--- src/rtl/ps2_pkg.sv ---
// ps2_pkg: shared types, constants and helpers for the PS/2 device emulator.
//   ps2_dev_state_t : FSM state encoding of the frame serialiser
//   PS2_FRAME_BITS  : bits per PS/2 frame (start, 8 data, parity, stop)
//   PS2_STOP_IDX    : bit index of the stop bit within a frame
//   ps2_parity()    : odd parity over a data byte, optionally inverted
package ps2_pkg;

  typedef enum logic [2:0] {
    ST_IDLE,
    ST_LOAD,
    ST_BIT_HI,
    ST_BIT_LO,
    ST_GAP,
    ST_INHIBIT
  } ps2_dev_state_t;

  localparam int PS2_FRAME_BITS = 11;
  localparam int PS2_STOP_IDX   = 10;

  // Odd parity bit for a byte; err = 1 deliberately corrupts it.
  function automatic logic ps2_parity(input logic [7:0] data, input logic err);
    return (~^data) ^ err;
  endfunction

endpackage

--- src/rtl/ps2_device_emulator_if.sv ---
// ps2_device_emulator_if: byte-queue write handshake of the PS/2 emulator.
//   tx_data  : scan-code byte to queue
//   tx_err   : send this byte with inverted parity
//   tx_valid : write request
//   tx_ready : queue has room (a write completes when valid && ready)
// master = producer of bytes, slave = the emulator.
interface ps2_device_emulator_if;
  logic [7:0] tx_data;
  logic       tx_err;
  logic       tx_valid;
  logic       tx_ready;

  modport master (
    output tx_data,
    output tx_err,
    output tx_valid,
    input  tx_ready
  );

  modport slave (
    input  tx_data,
    input  tx_err,
    input  tx_valid,
    output tx_ready
  );
endinterface

--- src/rtl/ps2_byte_fifo.sv ---
// ps2_byte_fifo: small synchronous FIFO of {err, data} entries.
//   clk, reset : clock, asynchronous active-high reset (empties the queue)
//   push, din  : write request and entry (ignored while full)
//   pop        : read request (ignored while empty)
//   full/empty : occupancy flags
//   dout       : head entry, valid whenever !empty (show-ahead read so the
//                consumer can latch it in the same cycle it pops)
module ps2_byte_fifo #(
  parameter int DEPTH = 8
) (
  input  logic       clk,
  input  logic       reset,
  input  logic       push,
  input  logic [8:0] din,
  input  logic       pop,
  output logic       full,
  output logic       empty,
  output logic [8:0] dout
);

  localparam int AW = (DEPTH > 1) ? $clog2(DEPTH) : 1;
  localparam int CW = $clog2(DEPTH + 1);

  if ((DEPTH < 2) || ((DEPTH & (DEPTH - 1)) != 0)) begin : g_bad_depth
    $error("ps2_byte_fifo: DEPTH must be a power of two >= 2");
  end

  logic [8:0]    mem [DEPTH];
  logic [AW-1:0] wr_ptr_reg;
  logic [AW-1:0] rd_ptr_reg;
  logic [CW-1:0] count_reg;
  logic          do_push;
  logic          do_pop;

  assign full    = (count_reg == CW'(DEPTH));
  assign empty   = (count_reg == '0);
  assign do_push = push && !full;
  assign do_pop  = pop && !empty;
  assign dout    = mem[rd_ptr_reg];

  // Storage carries no reset; occupancy is tracked by the pointers alone.
  always_ff @(posedge clk) begin
    if (do_push) begin
      mem[wr_ptr_reg] <= din;
    end
  end

  // Pointers wrap naturally because DEPTH is a power of two.
  always_ff @(posedge clk or posedge reset) begin
    if (reset) begin
      wr_ptr_reg <= '0;
      rd_ptr_reg <= '0;
      count_reg  <= '0;
    end else begin
      if (do_push) wr_ptr_reg <= wr_ptr_reg + AW'(1);
      if (do_pop)  rd_ptr_reg <= rd_ptr_reg + AW'(1);
      case ({do_push, do_pop})
        2'b10:   count_reg <= count_reg + CW'(1);
        2'b01:   count_reg <= count_reg - CW'(1);
        default: count_reg <= count_reg;
      endcase
    end
  end

endmodule

--- src/rtl/ps2_device_emulator.sv ---
// ps2_device_emulator: PS/2 keyboard emulator. Queued scan-code bytes are
// serialised as 11-bit frames (start 0, data LSB first, odd parity, stop 1)
// on registered ps2_clk/ps2_data lines.
//   clk, reset    : system clock, asynchronous active-high reset
//   tx            : byte queue write port (slave side of the handshake)
//   host_inhibit  : host holds the clock low; aborts frames before the stop
//                   bit (retransmitted later) and stalls IDLE/GAP
//   ps2_clk/data  : PS/2 lines, idle high
//   busy          : frame activity in progress or bytes pending
//   frame_done    : one-cycle pulse in the last cycle of every stop bit
//   abort_count   : saturating count of aborted frames
module ps2_device_emulator
  import ps2_pkg::*;
#(
  parameter int CLK_HZ     = 100_000_000,
  parameter int PS2_HZ     = 12_500,
  parameter int FIFO_DEPTH = 8,
  parameter int GAP_CYCLES = 4 * (CLK_HZ / (2 * PS2_HZ))
) (
  input  logic                        clk,
  input  logic                        reset,
  ps2_device_emulator_if.slave        tx,
  input  logic                        host_inhibit,
  output logic                        ps2_clk,
  output logic                        ps2_data,
  output logic                        busy,
  output logic                        frame_done,
  output logic [7:0]                  abort_count
);

  localparam int HALF    = CLK_HZ / (2 * PS2_HZ);
  localparam int CNT_MAX = (HALF > GAP_CYCLES) ? HALF : GAP_CYCLES;
  localparam int CNT_W   = $clog2(CNT_MAX + 1);

  if (HALF < 2) begin : g_bad_half
    $error("ps2_device_emulator: CLK_HZ/(2*PS2_HZ) must be at least 2");
  end
  if (GAP_CYCLES < 1) begin : g_bad_gap
    $error("ps2_device_emulator: GAP_CYCLES must be at least 1");
  end

  logic       fifo_full;
  logic       fifo_empty;
  logic       fifo_pop;
  logic [8:0] fifo_dout;

  ps2_dev_state_t                  state_reg;
  logic [CNT_W-1:0]                cnt_reg;
  logic [3:0]                      idx_reg;
  logic [PS2_FRAME_BITS-1:0]       frame_reg;
  logic                            retry_reg;
  logic                            ps2_clk_reg;
  logic                            ps2_data_reg;
  logic                            frame_done_reg;
  logic [7:0]                      abort_count_reg;
  logic                            last_half;
  logic                            at_stop;

  assign tx.tx_ready = !fifo_full;
  // A pending retransmission re-uses frame_reg and must not consume a byte.
  assign fifo_pop    = (state_reg == ST_LOAD) && !retry_reg;

  ps2_byte_fifo #(
    .DEPTH (FIFO_DEPTH)
  ) u_fifo (
    .clk   (clk),
    .reset (reset),
    .push  (tx.tx_valid && !fifo_full),
    .din   ({tx.tx_err, tx.tx_data}),
    .pop   (fifo_pop),
    .full  (fifo_full),
    .empty (fifo_empty),
    .dout  (fifo_dout)
  );

  assign last_half = (cnt_reg == CNT_W'(HALF - 1));
  assign at_stop   = (idx_reg == 4'(PS2_STOP_IDX));

  always_ff @(posedge clk or posedge reset) begin
    if (reset) begin
      state_reg       <= ST_IDLE;
      cnt_reg         <= '0;
      idx_reg         <= '0;
      frame_reg       <= '1;
      retry_reg       <= 1'b0;
      ps2_clk_reg     <= 1'b1;
      ps2_data_reg    <= 1'b1;
      frame_done_reg  <= 1'b0;
      abort_count_reg <= '0;
    end else begin
      frame_done_reg <= 1'b0;
      case (state_reg)
        ST_IDLE: begin
          if (!host_inhibit && (retry_reg || !fifo_empty)) begin
            state_reg <= ST_LOAD;
          end
        end

        ST_LOAD: begin
          if (!retry_reg) begin
            frame_reg <= {1'b1, ps2_parity(fifo_dout[7:0], fifo_dout[8]),
                          fifo_dout[7:0], 1'b0};
          end
          retry_reg    <= 1'b0;
          idx_reg      <= '0;
          cnt_reg      <= '0;
          ps2_clk_reg  <= 1'b1;
          ps2_data_reg <= 1'b0;  // start bit
          state_reg    <= ST_BIT_HI;
        end

        ST_BIT_HI, ST_BIT_LO: begin
          if (host_inhibit && !at_stop) begin
            // Back off: release both lines and replay the whole frame later.
            state_reg    <= ST_INHIBIT;
            ps2_clk_reg  <= 1'b1;
            ps2_data_reg <= 1'b1;
            retry_reg    <= 1'b1;
            cnt_reg      <= '0;
            if (abort_count_reg != 8'hFF) begin
              abort_count_reg <= abort_count_reg + 8'd1;
            end
          end else if (state_reg == ST_BIT_HI) begin
            if (last_half) begin
              cnt_reg     <= '0;
              ps2_clk_reg <= 1'b0;
              state_reg   <= ST_BIT_LO;
            end else begin
              cnt_reg <= cnt_reg + CNT_W'(1);
            end
          end else begin
            // Registered pulse: set one cycle early so it lands in the
            // final low-phase cycle of the stop bit.
            if (at_stop && (cnt_reg == CNT_W'(HALF - 2))) begin
              frame_done_reg <= 1'b1;
            end
            if (last_half) begin
              cnt_reg     <= '0;
              ps2_clk_reg <= 1'b1;
              if (at_stop) begin
                ps2_data_reg <= 1'b1;
                state_reg    <= ST_GAP;
              end else begin
                // Data only moves together with the rising clock edge.
                idx_reg      <= idx_reg + 4'd1;
                ps2_data_reg <= frame_reg[idx_reg + 4'd1];
                state_reg    <= ST_BIT_HI;
              end
            end else begin
              cnt_reg <= cnt_reg + CNT_W'(1);
            end
          end
        end

        ST_GAP: begin
          ps2_clk_reg  <= 1'b1;
          ps2_data_reg <= 1'b1;
          if (!host_inhibit) begin
            if (cnt_reg == CNT_W'(GAP_CYCLES - 1)) begin
              cnt_reg   <= '0;
              state_reg <= ST_IDLE;
            end else begin
              cnt_reg <= cnt_reg + CNT_W'(1);
            end
          end
        end

        ST_INHIBIT: begin
          ps2_clk_reg  <= 1'b1;
          ps2_data_reg <= 1'b1;
          if (!host_inhibit) begin
            cnt_reg   <= '0;
            state_reg <= ST_GAP;
          end
        end

        default: begin
          state_reg    <= ST_IDLE;
          ps2_clk_reg  <= 1'b1;
          ps2_data_reg <= 1'b1;
        end
      endcase
    end
  end

  assign ps2_clk     = ps2_clk_reg;
  assign ps2_data    = ps2_data_reg;
  assign frame_done  = frame_done_reg;
  assign abort_count = abort_count_reg;
  assign busy        = (state_reg != ST_IDLE) || !fifo_empty || retry_reg;

endmodule

--- src/flat_wrapper.sv ---
// flat-port wrapper written by rule: the top's interface ports become plain ports
module ps2_device_emulator_flat import ps2_pkg::*;
#(
  parameter int CLK_HZ     = 100_000_000,
  parameter int PS2_HZ     = 12_500,
  parameter int FIFO_DEPTH = 8,
  parameter int GAP_CYCLES = 4 * (CLK_HZ / (2 * PS2_HZ))
)
  (clk, reset, host_inhibit, ps2_clk, ps2_data, busy, frame_done, abort_count, tx_tx_data, tx_tx_err, tx_tx_valid, tx_tx_ready);
  ps2_device_emulator_if tx_i ();
  input  logic clk;
  input  logic reset;
  input  logic host_inhibit;
  output logic ps2_clk;
  output logic ps2_data;
  output logic busy;
  output logic frame_done;
  output logic [7:0] abort_count;
  input wire logic [$bits(tx_i.tx_data)-1:0] tx_tx_data;
  input wire logic [$bits(tx_i.tx_err)-1:0] tx_tx_err;
  input wire logic [$bits(tx_i.tx_valid)-1:0] tx_tx_valid;
  output wire logic [$bits(tx_i.tx_ready)-1:0] tx_tx_ready;
  assign tx_i.tx_data = tx_tx_data;
  assign tx_i.tx_err = tx_tx_err;
  assign tx_i.tx_valid = tx_tx_valid;
  assign tx_tx_ready = tx_i.tx_ready;
  ps2_device_emulator #(.CLK_HZ(CLK_HZ), .PS2_HZ(PS2_HZ), .FIFO_DEPTH(FIFO_DEPTH), .GAP_CYCLES(GAP_CYCLES)) u_core (.clk(clk), .reset(reset), .tx(tx_i), .host_inhibit(host_inhibit), .ps2_clk(ps2_clk), .ps2_data(ps2_data), .busy(busy), .frame_done(frame_done), .abort_count(abort_count));
endmodule
--- config.mk ---
export PLATFORM = sky130hd
export DESIGN_NAME = ps2_device_emulator_flat
export DESIGN_NICKNAME = d
export VERILOG_FILES = /design/src/rtl/ps2_pkg.sv /design/src/rtl/ps2_device_emulator_if.sv /design/src/rtl/ps2_byte_fifo.sv /design/src/rtl/ps2_device_emulator.sv /design/src/flat_wrapper.sv
export SDC_FILE = /design/constraint.sdc
export NUM_CORES = 1
export LEC_CHECK = 0
export BUFFER_PORTS_ARGS = -buffer_cell sky130_fd_sc_hd__clkbuf_2
export CAP_MARGIN = 20
export CORE_AREA = 4 4 106 108
export CTS_CLUSTER_SIZE = 40
export DETAILED_ROUTE_END_ITERATION = 6
export DIE_AREA = 0 0 110 112
export GPL_ROUTABILITY_DRIVEN = 0
export PLACE_DENSITY = 0.85
export SETUP_SLACK_MARGIN = 0.1
export SLEW_MARGIN = 20
export SYNTH_ARGS = -nofsm -noshare
export SYNTH_HDL_FRONTEND = slang
export SYNTH_SLANG_ARGS = --single-unit
--- constraint.sdc ---
create_clock -name clk -period 2.6 [get_ports clk]
set_input_delay 0.39 -clock clk [delete_from_list [all_inputs] [get_ports clk]]
set_output_delay 0.39 -clock clk [all_outputs]
set_load 0.005 [all_outputs]
==> impl_metrics.tcl, run 1 <==
set metrics [dict create \
    cts_buffers 17 \
    p_comb_share_pct 33.3 \
    finalMaxSlewViolations 0 \
    insertedDiodeCount 0 \
    clock-root-buffer "clkbuf_8" \
    die_w_um 110 \
    cts-htree-levels 4 \
    final_common_cell "edfxtp_1" \
    tightestPinTransition_ps 547 \
    dp_hpwl_mm 7.20 \
    min_path_type "in2reg" \
    num_rows 37 \
    ys_seq_elements 125 \
    final_cell_mix "72 x edfxtp_1, 39 x nor2_1, 38 x dfrtp_1" \
    p_clk_share_pct 28.3 \
    io_pins 26 \
    postRouteAntennaNets 0 \
    skew_ps 8.46 \
    grt_max_degree 35 \
    critical_path_required_ps 3000 \
    cts_tree "yes" \
    grtUsageTotal_pct 19.3 \
    grt_pass1_wl_mm 17.8 \
    placedCellCount 564 \
    avgSynthCellArea_sq_um 14.0 \
    ir_drop_v 0.000926 \
    seqPwrFrac_pct 38.4 \
    rsz0062_at_grt "yes" \
    vias_per_cell 5.57 \
    synthArstFlopShare_pct 42.4 \
    synth_edf_count 72 \
    start_util_pct 54.8 \
    place_area_sq_um 5990 \
    cp-start-kind "flip-flop" \
    max_freq_mhz 403 \
    powerDensity_nw_per_um2 1160 \
    netlist_area_sq_um 5600 \
    internal_power_mw 5.16 \
    critPathCaptureType "flip-flop" \
    timing.final.hold_violations 0 \
    fin_area_sq_um 6560 \
    setup_violations 0 \
    die_y_um 112 \
    largest_reg_flops 72 \
    gr-total-overflow 0 \
    ys.warnings.count 0 \
    crit_type "reg2reg" \
    synth.distinct_cells 50 \
    outcome "finished, final reports clean" \
    cts_setup_buffers 0 \
    wirelength_mm 10.7 \
    path_max_fanout 6 \
    fillers 727 \
    clk_latency_ps 520 \
    cts_buffer_depth 2 \
    num_vias 3325 \
    period_share_pct 95.4 \
    ys.flop_type "edfxtp_1" \
    area_growth_pct 17.1 \
    synth_cells 399 \
    die_area_sq_um 12300 \
    drv_cap 0 \
    swShare_pct 32.2 \
    yosysSeqAreaShare_pct 62.5 \
    nets 472 \
    clock-sinks 125 \
    holdWs_ps 141 \
    clk_pin_slew_ps 60 \
    fin_crit_ps 2480 \
    drtIter0Drc 206 \
    synth.net_count 423 \
    stdcell_count 597 \
    p_switching_mw 2.46 \
    grt_pass1_vias 3470 \
    cp.arrival_ps 2880 \
    drc 0 \
    layout-drive-gt1-share_pct 25.8 \
    worst_slew_margin_rel_pct 63.2 \
    drtPass1Iterations 4 \
    power.leakage_nw 2.55 \
    io_buffers 25 \
    routedWlPerCell_um 18.0 \
    antenna_found_initial 0 \
    core-area_sq_um 10200 \
    setup_tns_ps 0 \
]
==> critical path, stage by stage, from the launching register on <==
cell,delay (ps)
dfrtp_1,440
or4_1,600
and2_1,240
ha_2,230
xor2_1,150
ha_1,180
a21oi_1,140
xor2_1,160
nor2_1,70
xor2_1,140
==> routing by layer <==
metal  global-route usage, %  vias up  wire length (um)
li1                        -     1581                 -
met1                    23.1     1652              4370
met3                    6.43       16               490
met2                    32.4       76              5710
met4                    6.32        0               161
met5                       0        -                 0
==> synth_stat cells (3+ instances only) <==
library cell  count  area [sq um]
nand3b_1          3          22.5
inv_1             6          22.5
buf_2             3          15.0
nand4_1           4          25.0
xor2_1           16           140
nand3_1          13          65.1
o21ai_0           3          15.0
a21oi_1          13          65.1
a22o_1            3          26.3
and3_1            5          31.3
mux2_1            4          45.0
mux4_2           19           428
nor4_1            3          18.8
o21ai_1          10          50.1
nand2_1          29           109
dfstp_2          12           315
nor2b_1           5          31.3
clkbuf_1         10          37.5
dfrtp_1          41          1030
ha_1             11           138
xnor2_1          18           158
nor3_1           10          50.1
nor2_1           39           146
mux2i_1          10           100
nand2b_1          6          37.5
edfxtp_1         72          2160
==> power by group through the flow <==
stage	clock, mW	combinational, mW	sequential (mW)
2_1_floorplan	0	2.04	2.80
3_3_place_gp	0	2.43	2.91
3_5_place_dp	0	2.54	2.95
4_1_cts	2.19	2.55	2.92
5_1_grt	2.31	2.79	2.98
6_report	2.15	2.54	2.93
==> cell type report <==
type	instances	area [sq um]	share of cell area [%]
sequential	125	3510	53.5
timing repair buffer	46	310	4.73
multi-input combinational	252	2000	30.5
inverter	6	22.5	0.343
tap	136	170	2.59
clock inverter	15	134	2.04
clock buffer	17	414	6.31
==> metrics by stage <==
step	utilization [%]	setup slack, ps	power, mW
floorplan	-	128	4.84
global placement	58.5	208	5.34
detailed placement	58.5	111	5.49
CTS	64.0	102	7.67
global route	64.1	11.4	8.07
finish	64.1	121	7.62
==> cells by family (layout without fill, tap and decap cells) <==
family,after synthesis,count (layout),share of synthesized area (%)
xor gates and xnor gates,35,35,5.74
muxes,38,38,11.8
buffers and inverters,22,84,2.03
and+or+nand+nor,127,127,11.0
DFF,125,125,62.5
AOI/OAI and AO/OA,41,41,4.47
adders and majority gates,11,11,2.46
==> timing repair <==
action,CTS,global route
hold buffers,1,0
hold endpoints to repair,17,0
endpoints found under the setup margin,2,4
pin swaps,0,0
gates resized for setup,2,4
==> path summary, 6_finish.rpt <==
check | start | endpoint | slack, ps | depth (start not counted)
min reg2reg | u_core.frame_reg[0]$_DFFE_PP1P_ | u_core.frame_reg[0]$_DFFE_PP1P_ | 490 | 1
max | u_core.u_fifo.count_reg[0]$_DFFE_PP0P_ | u_core.u_fifo.count_reg[2]$_DFFE_PP0P_ | 120 | 9
min | tx_tx_valid | u_core.u_fifo.wr_ptr_reg[2]$_DFFE_PP0P_ | 140 | 3
max reg2reg | u_core.u_fifo.count_reg[0]$_DFFE_PP0P_ | u_core.u_fifo.count_reg[2]$_DFFE_PP0P_ | 120 | 9
min in group asynchronous | reset | u_core.cnt_reg[0]$_DFFE_PP0P_ | 420 | 3
max in group asynchronous | reset | u_core.frame_reg[6]$_DFFE_PP1P_ | 1580 | 4
Power figures use the tool's default switching activity.
==> run 2, diff against run 1 <==
CORE_AREA = 4 4 82 141   (was 4 4 106 108)
DIE_AREA = 0 0 86 145   (was 0 0 110 112)
PLACE_DENSITY = 0.84   (was 0.85)
==> impl_metrics.tcl, run 2 (synthesis results as in run 1) <==
set metrics [dict create \
    grtUsageTotal_pct 19.9 \
    power.leakage_nw 2.56 \
    fin_crit_ps 2410 \
    core-area_sq_um 10400 \
    gr-total-overflow 0 \
    antenna_found_initial 0 \
    final_cell_mix "72 x edfxtp_1, 39 x nor2_1, 37 x dfrtp_1" \
    start_util_pct 54.1 \
    grt_max_degree 46 \
    finalMaxSlewViolations 0 \
    rsz0062_at_grt "no" \
    cts-htree-levels 4 \
    cts_setup_buffers 0 \
    wirelength_mm 11.2 \
    final_common_cell "edfxtp_1" \
    dp_slack_ps 33.7 \
    timing.final.hold_violations 0 \
    min_path_type "in2reg" \
    die_area_sq_um 12500 \
    io_pins 26 \
    r2r_cells 6 \
    setup_tns_ps 0 \
    critPathCaptureType "flip-flop" \
    num_rows 49 \
    powerDensity_nw_per_um2 1190 \
    cp-start-kind "flip-flop" \
    cts_buffer_depth 2 \
    drtPass1Iterations 4 \
    cts_tree "yes" \
    tightestPinTransition_ps 512 \
    finish.utilization_pct 63.5 \
    clock-root-buffer "clkbuf_16" \
    max_freq_mhz 415 \
    clk_pin_slew_ps 60 \
    outcome "finished, final reports clean" \
    vias_per_cell 5.78 \
    crit_type "reg2reg" \
    num_vias 3403 \
    fin_area_sq_um 6580 \
    skew_ps 8.97 \
    cts_buffers 17 \
    routedWlPerCell_um 19.0 \
    place_area_sq_um 5970 \
    drc 0 \
    grt_pass1_wl_mm 18.8 \
    grt_pass1_vias 3600 \
    timing.final.ws_setup_ps 191 \
    worst_slew_margin_rel_pct 65.5 \
    clock-sinks 125 \
    layout-drive-gt1-share_pct 26.8 \
    drv_cap 0 \
    setup_violations 0 \
    path_max_fanout 7 \
    postRouteAntennaNets 0 \
    die_y_um 145 \
    area_growth_pct 17.5 \
    hold_depth 1 \
    period_share_pct 92.6 \
    dp_hpwl_mm 7.42 \
    insertedDiodeCount 0 \
    nets 473 \
    cp.arrival_ps 2750 \
    largest_reg_flops 72 \
    drtIter0Drc 127 \
    io_buffers 25 \
    fillers 730 \
    clk_latency_ps 420 \
    critical_path_required_ps 2940 \
    ir_drop_v 0.000769 \
    die_w_um 86 \
]
run 2: layout make-up:
type                    instances  area [sq um]  area share (%)
multi-input cells             252          2000            30.4
repair buffers                 47           313            4.75
clock buffers                  17           425            6.46
flip-flops and latches        125          3510            53.3
inverters                       6          22.5           0.342
well taps                     127           159            2.41
clock inverters                15           151            2.30
run 2: where the power goes:
group          internal, mW  switching, mW
clock network          1.35          0.959
logic                  1.31           1.24
registers              2.59          0.365
total                  5.24           2.56
run 2: path summary, 6_finish.rpt:
path | startpoint | to | slack (ps)
max | u_core.u_fifo.rd_ptr_reg[0]$_DFFE_PP0P_ | u_core.frame_reg[9]$_DFFE_PP1P_ | 190
min | tx_tx_data[3] | u_core.u_fifo.mem[2][3]$_DFFE_PP_ | 250
max reg2reg | u_core.u_fifo.rd_ptr_reg[0]$_DFFE_PP0P_ | u_core.frame_reg[9]$_DFFE_PP1P_ | 190
min reg2reg | u_core.frame_reg[0]$_DFFE_PP1P_ | u_core.frame_reg[0]$_DFFE_PP1P_ | 490
max in group asynchronous | reset | u_core.frame_reg[0]$_DFFE_PP1P_ | 1620
min in group asynchronous | reset | u_core.abort_count[2]$_DFFE_PP0P_ | 410
run 2: metal layers:
| layer | vias up | track usage [%] | wire (um) |
|---|---|---|---|
| met5 | - | 0 | 0 |
| met4 | 0 | 5.31 | 141 |
| met3 | 16 | 6.24 | 410 |
| met2 | 71 | 36.0 | 6550 |
| met1 | 1737 | 22.0 | 4110 |
| li1 | 1579 | - | - |
run 2: through the flow:
step / power, mW / hold slack, ps / std cells
floorplan: 4.84 / 454 / 399
global placement: 5.33 / 294 / 556
detailed placement: 5.46 / 296 / 556
CTS: 7.83 / 236 / 589
global route: 8.23 / 253 / 589
finish: 7.81 / 251 / 589
run 2: worst max-delay path: stages (launching register included):
cell,delay [ps]
dfrtp_2,490
mux4_2,530
mux2i_1,240
xnor2_1,200
xnor3_2,470
xnor2_1,140
mux2_4,250
run 2: timing repair:
action	4_1_cts	5_1_grt
hold buffers	1	0
gates cloned	0	0
pin swaps	0	0
setup endpoints to repair	2	2
hold endpoints to repair	8	0
resized for setup	4	7
==> run 3, diff against run 2 <==
CORE_AREA = 4 4 91 127   (was 4 4 82 141)
DIE_AREA = 0 0 95 131   (was 0 0 86 145)
==> impl_metrics.tcl, run 3 (synthesis results as in run 1) <==
set metrics [dict create \
    outcome "finished, final reports clean" \
    final_cell_mix "72 x edfxtp_1, 39 x nor2_1, 36 x dfrtp_1" \
    start_util_pct 54.1 \
    core-area_sq_um 10300 \
    num_vias 3372 \
    ir_drop_v 0.000790 \
    insertedDiodeCount 0 \
    power.leakage_nw 2.54 \
    clk_pin_slew_ps 60 \
    skew_ps 8.59 \
    grt_pass1_vias 3636 \
    num_rows 44 \
    grt_max_degree 29 \
    cts_tree "yes" \
    tightestPinTransition_ps 567 \
    reg2reg_from "u_core.u_fifo.rd_ptr_reg[0]$_DFFE_PP0P_" \
    cp.arrival_ps 2750 \
    max_freq_mhz 415 \
    clock-root-buffer "clkbuf_16" \
    final_common_cell "edfxtp_1" \
    setup_tns_ps 0 \
    wirelength_mm 10.9 \
    postRouteAntennaNets 0 \
    die_w_um 95 \
    power_mw 7.75 \
    worst_slew_margin_rel_pct 62.1 \
    critical_path_required_ps 2940 \
    crit_chain "mux4_2 -> mux2i_1 -> xnor2_1 -> xnor3_2 -> xnor2_1 -> mux2_4" \
    powerDensity_nw_per_um2 1180 \
    cts_buffers 17 \
    area_growth_pct 17.2 \
    drtPass1Iterations 5 \
    timing.final.hold_violations 0 \
    cts.hold.buffers_added 0 \
    min_path_type "in2async" \
    rsz0062_at_grt "no" \
    critPathMostFrequentCell "xnor2_1" \
    io_buffers 25 \
    gr-total-overflow 0 \
    grt_pass1_wl_mm 18.4 \
    die_area_sq_um 12400 \
    dp_hpwl_mm 7.11 \
    antenna_found_initial 0 \
    clk_latency_ps 420 \
    fin_crit_ps 2410 \
    fillers 775 \
    setup_violations 0 \
    layout-drive-gt1-share_pct 26.5 \
    holdWs_ps 14.5 \
    rr_endpoint "u_core.frame_reg[9]$_DFFE_PP1P_" \
    critPathMaxStageDelay_ps 530 \
    finalMaxSlewViolations 0 \
    crit_slowest_cell "mux4_2" \
    drc 0 \
    r2r_cells 6 \
    period_share_pct 92.6 \
    clock-sinks 125 \
    drtIter0Drc 162 \
    critPathCaptureType "flip-flop" \
    cts-htree-levels 4 \
    drv_cap 0 \
    largest_reg_flops 72 \
    io_pins 26 \
    vias_per_cell 5.63 \
    nets 472 \
    grtUsageTotal_pct 20.1 \
    routedWlPerCell_um 18.3 \
    crit_type "reg2reg" \
    cp-start-kind "flip-flop" \
    die_y_um 131 \
    cts_buffer_depth 2 \
    reg2reg_slack_ps 190 \
    path_max_fanout 7 \
]
run 3: area by class of cell:
type                            instances  area [sq um]  share of cell area, %
Multi-Input combinational cell        252          2000                   30.4
Timing Repair Buffer                   46           299                   4.55
Tap cell                              138           173                   2.63
Clock buffer                           18           429                   6.54
Inverter                                6          22.5                  0.343
Sequential cell                       125          3510                   53.5
Clock inverter                         14           134                   2.04
run 3: worst max-delay path, delay by kind of cell, from the launching register on:
kind / cells / cell delay [ps]
XOR/XNOR: 3 / 830
flip-flops: 1 / 460
multiplexers: 3 / 1050
run 3: worst max-delay path by stage:
stage                                                  from                                      to  slack (ps)  depth (start not counted)
floorplan                   u_core.state_reg[2]$_DFFE_PP0P_  u_core.u_fifo.count_reg[2]$_DFFE_PP0P_         130                         11
global placement    u_core.u_fifo.rd_ptr_reg[0]$_DFFE_PP0P_         u_core.frame_reg[9]$_DFFE_PP1P_         170                          6
detailed placement  u_core.u_fifo.rd_ptr_reg[0]$_DFFE_PP0P_         u_core.frame_reg[9]$_DFFE_PP1P_          70                          6
CTS                 u_core.u_fifo.rd_ptr_reg[0]$_DFFE_PP0P_         u_core.frame_reg[9]$_DFFE_PP1P_         140                          6
global route        u_core.u_fifo.rd_ptr_reg[1]$_DFFE_PP0P_         u_core.frame_reg[9]$_DFFE_PP1P_         110                          6
finish              u_core.u_fifo.rd_ptr_reg[0]$_DFFE_PP0P_         u_core.frame_reg[9]$_DFFE_PP1P_         190                          6
run 3: where the power goes:
part	internal [mW]	switching [mW]	total, mW
Combinational	1.30	1.26	2.56
Clock	1.33	0.921	2.25
Sequential	2.59	0.354	2.94
Total	5.22	2.53	7.75
run 3: per-layer routing:
layer	part of all wire [%]	vias to the layer above	wire [um]	GRT usage (%)
li1	-	1580	-	-
met1	37	1707	4090	21.1
met2	58	70	6300	37.3
met3	3.0	15	332	4.87
met4	1.9	0	211	9.18
met5	0	-	0	0
run 3: metrics by stage:
step	utilization (%)	setup slack [ps]	cells	cell area, sq um
final	63.4	192	599	6570
after global routing	63.4	113	599	6570
after CTS	63.2	137	597	6540
after detailed placement	57.7	67.9	565	5970
after global placement	57.7	175	565	5970
after floorplan	-	128	399	5610
run 3: repair_timing:
action	4_1_cts	5_1_grt
setup buffers	0	2
endpoints found under the hold margin	0	0
resized for setup	4	6
endpoints found under the setup margin	2	2
